**config.mk**
```make
export PLATFORM = sky130hd
export DESIGN_NAME = coin_payout
export DESIGN_NICKNAME = d
export VERILOG_FILES = /design/src/rtl/coin_payout_pkg.sv /design/src/rtl/coin_payout_pick.sv /design/src/rtl/coin_payout.sv
export SDC_FILE = /design/constraint.sdc
export NUM_CORES = 1
export LEC_CHECK = 0
export CORE_ASPECT_RATIO = 0.7
export CORE_MARGIN = 2
export CORE_UTILIZATION = 57
export CTS_BUF_LIST = sky130_fd_sc_hd__clkbuf_8
export CTS_CLUSTER_DIAMETER = 120
export DETAILED_ROUTE_END_ITERATION = 10
export GPL_ROUTABILITY_DRIVEN = 1
export GPL_TIMING_DRIVEN = 1
export PLACE_DENSITY = 0.82
export SLEW_MARGIN = 10
export SYNTH_ARGS = -nofsm -noshare
export SYNTH_HDL_FRONTEND = slang
export SYNTH_SLANG_ARGS = --single-unit
```
**constraint.sdc**
```tcl
create_clock -name clk -period 2.63 [get_ports clk]
set_input_delay 0.526 -clock clk [delete_from_list [all_inputs] [get_ports clk]]
set_output_delay 0.526 -clock clk [all_outputs]
set_load 0.01 [all_outputs]
```
**src/rtl/coin_payout_pkg.sv**
```systemverilog
// coin_payout_pkg: shared state encodings, coin select encoding and coin values for coin_payout.
package coin_payout_pkg;

    localparam logic [2:0] S_IDLE   = 3'd0;
    localparam logic [2:0] S_SELECT = 3'd1;
    localparam logic [2:0] S_EJECT  = 3'd2;
    localparam logic [2:0] S_WAIT   = 3'd3;
    localparam logic [2:0] S_DONE   = 3'd4;

    typedef enum logic [1:0] {COIN_NONE, COIN_N, COIN_D, COIN_Q} coin_t;

    localparam int NICKEL_VAL  = 1;
    localparam int DIME_VAL    = 2;
    localparam int QUARTER_VAL = 5;

    function automatic int coin_val(coin_t c);
        return c == COIN_Q ? QUARTER_VAL : c == COIN_D ? DIME_VAL : c == COIN_N ? NICKEL_VAL : 0;
    endfunction

endpackage

```
**src/rtl/coin_payout_pick.sv**
```systemverilog
// coin_pick: combinational greedy coin selector.
// Ports: remain (unpaid nickels), inv_q/inv_d/inv_n (inventory counts) in;
//        coin (selected denomination, COIN_NONE if nothing fits), value (its nickel value) out.
module coin_pick
    import coin_payout_pkg::*;
#(
    parameter int AMT_W = 5,
    parameter int INV_W = 8
) (
    input  logic [AMT_W-1:0] remain,
    input  logic [INV_W-1:0] inv_q,
    input  logic [INV_W-1:0] inv_d,
    input  logic [INV_W-1:0] inv_n,
    output coin_t            coin,
    output logic [AMT_W-1:0] value
);

    always_comb begin
        coin  = (int'(remain) >= QUARTER_VAL && inv_q != '0) ? COIN_Q :
                (int'(remain) >= DIME_VAL    && inv_d != '0) ? COIN_D :
                (int'(remain) >= NICKEL_VAL  && inv_n != '0) ? COIN_N : COIN_NONE;
        value = AMT_W'(coin_val(coin));
    end

endmodule

```
**src/rtl/coin_payout.sv**
```systemverilog
// coin_payout: change-return engine paying a nickel-unit refund as quarter/dime/nickel eject pulses.
// Ports: clk, reset (async active-low); req_valid/req_amount/req_ready request handshake;
//        hop_ack per-coin hopper acknowledge; Q_out/D_out/N_out one-hot eject pulses;
//        load_en/load_sel/load_val inventory refill (IDLE only); done completion pulse;
//        short_out exact change impossible; remain unpaid nickels; fault ack timeout.
// Optional feature: define COIN_PAYOUT_TIMEOUT_EN to abort a coin after TIMEOUT_CYC
// WAIT_ACK cycles without hop_ack; otherwise fault stays 0 and WAIT_ACK waits forever.
module coin_payout
    import coin_payout_pkg::*;
#(
    parameter int AMT_W       = 5,
    parameter int INV_W       = 8,
    parameter int PULSE_CYC   = 2,
    parameter int INIT_Q      = 20,
    parameter int INIT_D      = 20,
    parameter int INIT_N      = 20,
    parameter int TIMEOUT_CYC = 1000
) (
    input  logic             clk,
    input  logic             reset,
    input  logic             req_valid,
    input  logic [AMT_W-1:0] req_amount,
    output logic             req_ready,
    input  logic             hop_ack,
    output logic             Q_out,
    output logic             D_out,
    output logic             N_out,
    input  logic             load_en,
    input  logic [1:0]       load_sel,
    input  logic [INV_W-1:0] load_val,
    output logic             done,
    output logic             short_out,
    output logic [AMT_W-1:0] remain,
    output logic             fault
);

    localparam int PW = PULSE_CYC > 1 ? $clog2(PULSE_CYC) : 1;

    logic [2:0]       state;
    logic [INV_W-1:0] inv_q, inv_d, inv_n;
    coin_t            coin, pick;
    logic [AMT_W-1:0] val, pick_val;
    logic [PW-1:0]    pcnt;

`ifdef COIN_PAYOUT_TIMEOUT_EN
    localparam int TW = $clog2(TIMEOUT_CYC + 1);
    logic [TW-1:0] tcnt;
`else
    logic unused_timeout;
    assign unused_timeout = ^TIMEOUT_CYC;
`endif

    coin_pick #(.AMT_W(AMT_W), .INV_W(INV_W)) u_pick (
        .remain(remain),
        .inv_q (inv_q),
        .inv_d (inv_d),
        .inv_n (inv_n),
        .coin  (pick),
        .value (pick_val)
    );

    // Outputs decode straight from state so an async reset drops any pulse at once.
    assign req_ready = state == S_IDLE;
    assign done      = state == S_DONE;
    assign Q_out     = state == S_EJECT && coin == COIN_Q;
    assign D_out     = state == S_EJECT && coin == COIN_D;
    assign N_out     = state == S_EJECT && coin == COIN_N;

    always_ff @(posedge clk or negedge reset) begin
        if (!reset) begin
            state     <= S_IDLE;
            remain    <= '0;
            inv_q     <= INV_W'(INIT_Q);
            inv_d     <= INV_W'(INIT_D);
            inv_n     <= INV_W'(INIT_N);
            coin      <= COIN_NONE;
            val       <= '0;
            pcnt      <= '0;
            short_out <= 1'b0;
            fault     <= 1'b0;
`ifdef COIN_PAYOUT_TIMEOUT_EN
            tcnt      <= '0;
`endif
        end else begin
            // Refill lands on the accept edge too, so SELECT already sees it.
            if (state == S_IDLE && load_en) begin
                if (load_sel == 2'd0) inv_n <= load_val;
                if (load_sel == 2'd1) inv_d <= load_val;
                if (load_sel == 2'd2) inv_q <= load_val;
            end
            case (state)
                S_IDLE: if (req_valid) begin
                    remain    <= req_amount;
                    short_out <= 1'b0;
                    fault     <= 1'b0;
                    state     <= S_SELECT;
                end
                S_SELECT: if (pick == COIN_NONE) begin
                    short_out <= remain != '0;
                    state     <= S_DONE;
                end else begin
                    coin  <= pick;
                    val   <= pick_val;
                    pcnt  <= '0;
                    state <= S_EJECT;
`ifdef COIN_PAYOUT_TIMEOUT_EN
                    tcnt  <= '0;
`endif
                end
                S_EJECT: if (pcnt == PW'(PULSE_CYC - 1)) state <= S_WAIT;
                         else pcnt <= pcnt + 1'b1;
                S_WAIT: if (hop_ack) begin
                    remain <= remain - val;
                    if (coin == COIN_Q) inv_q <= inv_q - 1'b1;
                    if (coin == COIN_D) inv_d <= inv_d - 1'b1;
                    if (coin == COIN_N) inv_n <= inv_n - 1'b1;
                    state  <= S_SELECT;
                end
`ifdef COIN_PAYOUT_TIMEOUT_EN
                else if (tcnt == TW'(TIMEOUT_CYC - 1)) begin
                    fault <= 1'b1;
                    state <= S_DONE;
                end else tcnt <= tcnt + 1'b1;
`endif
                S_DONE: state <= S_IDLE;
                default: state <= S_IDLE;
            endcase
        end
    end

endmodule

```
==> metrics.csv <==
stage;metric;value;unit
status;status;completed;
timing;Final WS setup;0.169;ns
global_routing;GRT busiest layer;met1;
global_routing;number of global-route vias before repair;2065;
global_routing;first-pass GRT wire length;9600;microns
logic_synthesis;cell count after synthesis;263;
logic_synthesis;Post-Syn Area per Cell;9.01;sq um
finish;commonest cells after routing, fill and taps aside;dfrtp_1 (32), nor2_1 (31), clkdlybuf4s50_1 (29), a21oi_1 (23), nand2_1 (20);
job;Max Cap Violations;0;
clock_tree;CTS tree;done;
clock_tree;TritonCTS buffer count;5;
critical_path;crit path max fanout;8;
logic_synthesis;Mapped Area;2370;sq um
route;routed wire length per instance;16.8;microns
placed_design;detailed placer's ending HPWL;4270;microns
logic_synthesis;Post-synth EDFFs;0;
timing;number of setup violations in the final report;0;
die;Ports;32;
global_routing;All-Layer GR Usage;27.5;%
critical_path;crit path launch type;flip-flop;
die;Core Rows;19;
timing;Max Fclk;406;MHz
finish;nets@finish;325;
route;DRT Pass-1 Iters;4;
critical_path;Worst Setup End Kind;output pin;
finish;ant diodes;0;
timing;Final Max Slew Viols;0;
clock_tree;Clock Latency Late Sink;0.30;ns
logic_synthesis;Syn Nets;293;
timing;Final Skew;0.00738;ns
global_routing;GR Layer Usage met2;38.5;%
route;via count;2143;
timing;Final period util;93.6;%
logic_synthesis;Cell variety after synth;55;
global_routing;initial antenna violation count;0;
placed_design;Port Buf Inserts;30;
logic_synthesis;Synth top area share;33.8;%
logic_synthesis;Async SR Flop Fraction;100;%
finish;Layout area overhead;18.5;%
timing;RSZ-0062 raised after global routing;false;
clock_tree;deepest clock path buffer count;2;
logic_synthesis;yosys warns;0;
logic_synthesis;Synth Flop Type;dfrtp_1;
route;Final ANT Viol Nets;0;
clock_tree;clock sinks;38;
pwr;Peak VDD IR;0.630;mV
timing;setup TNS;0;ns
pwr;total power;2890;uW
critical_path;Worst EP arrival;1.94;ns
die;initial core utilization;60.1;%
global_routing;largest net degree at the start of global routing;39;
global_routing;met3 global-route usage;7.17;%
finish;filler instances;318;
timing;Worst Max-Slew Pin Slew;0.854;ns
finish;layout cells sized above 1;14.2;%
die;Die X;81.1;microns
die;Chip Height;57.9;microns
logic_synthesis;Synth area leaders;dfrtp_1 (34%), dfstp_2 (6.7%), o221a_2 (5.7%);
logic_synthesis;post-synth top area cell;dfrtp_1;
finish;commonest non-fill, non-tap cell in the layout;dfrtp_1;
timing;slew margin rel.;43.1;%
hold_path;Hold/Removal Path Class;in -> async;
placed_design;dpl ws;0.123;ns
pwr;pwr dens;1030;nW/um^2
global_routing;grt total ovfl;0;
clock_tree;Post-CTS Hold Buffers;0;
timing;Fin Hold WS;0.328;ns
placed_design;GP Congestion;0.981;
logic_synthesis;register area share after synthesis;40.4;%
timing;Hold Violations, Final;0;
route;DRC Markers;0;
critical_path;kind of critical path;reg -> out;
route;Routed Wire Length;5840;microns
clock_tree;CTS HTree Levels;2;
pwr;Leak;0.00113;uW
timing;Tmin final;2.46;ns
global_routing;M1 GR Usage;40.7;%
logic_synthesis;post-synthesis register bit count;38;
route;DR iter-0 viols;255;
route;DR vias/cell;6.16;
die;core area;3950;sq um
critical_path;worst endpoint required time;2.10;ns
die;full die area;4700;sq um
clock_tree;root buf cell;clkbuf_8;
clock_tree;Worst-path clk slew;0.08;ns
==> cells by family (layout without fill, tap and decap cells) <==
group           count (synthesis)  count (layout)  synth area share (%)
fa+ha+maj                      10              10                  5.60
flops                          38              38                  40.4
other cells                     1               1                 0.158
simple gates                  110             110                  25.0
compound gates                 75              75                  22.2
mux                             4               4                  1.80
buf+inv                        25              58                  4.75
==> worst paths after layout <==
kind	startpoint	endpoint	slack, ns	cells after the start
setup reg to reg	inv_q[0]$_DFF_PN0_	short_out$_DFFE_PN0P_	0.23	7
hold / removal	reset	remain[3]$_DFFE_PN0P_	0.33	1
min in group clk	inv_d[2]$_DFF_PN1_	inv_d[2]$_DFF_PN1_	0.49	2
setup / recovery	state[1]$_DFFE_PN0P_	Q_out	0.17	4
hold reg to reg	inv_d[2]$_DFF_PN1_	inv_d[2]$_DFF_PN1_	0.49	2
max in group asynchronous	reset	inv_n[0]$_DFF_PN0_	1.77	1
==> flip-flops by register name (all words and copies together), names as in the netlist <==
name and cells:
inv_d 8, coin 2, inv_n 8, short_out 1, state 3, val 2
remain 5, inv_q 8, pcnt 1
==> what timing repair did <==
| action | in CTS | in global routing |
|---|---|---|
| setup endpoints to repair | 0 | 3 |
| buffers inserted | 0 | 0 |
| gates resized for setup | 0 | 1 |
==> critical path: stages, from the launching register on <==
cell and delay, ns:
dfrtp_1 0.45, nor2b_1 0.26, nor2b_2 0.23, and3_1 0.17
clkdlybuf4s50_1 0.53
==> cell usage after synthesis (all sizes together), types with 5 or more instances <==
cell type / count
o21ai: 16
nand2: 20
o221a: 12
buf: 7
a21oi: 23
nor2: 31
nand3: 8
inv: 15
nand4: 8
dfrtp: 32
nor3: 13
nor2b: 5
dfstp: 6
ha: 9
==> cell type report <==
class	instances	area [sq um]	area share (%)
multi-input combinational	200	1300	46.3
clock inverter	2	12.5	0.445
inverter	15	56.3	2.00
clock buffer	6	82.6	2.94
timing repair buffer	35	333	11.8
sequential	38	958	34.1
tap	52	65.1	2.32
==> metal layers <==
layer / vias to the layer above / share of wire (%)
met5: - / 0
met4: 0 / 1.6
met3: 11 / 7.7
met2: 70 / 43
met1: 1033 / 47
li1: 1029 / -
==> power breakdown <==
part	switching, uW	leakage, uW	total (uW)	internal [uW]
Combinational	664	0.000653	1270	610
Sequential	303	0.000427	1170	871
Clock	229	0.0000472	440	211
Total	1200	0.00113	2890	1690
==> through the flow <==
stage / utilization, % / cell area, sq um / instances
floorplan: - / 2370 / 263
global placement: 68.7 / 2710 / 340
detailed placement: 68.7 / 2710 / 340
CTS: 71.1 / 2810 / 348
global route: 71.2 / 2810 / 348
finish: 71.2 / 2810 / 348
Note: power is estimated with default switching activity, not from simulation.
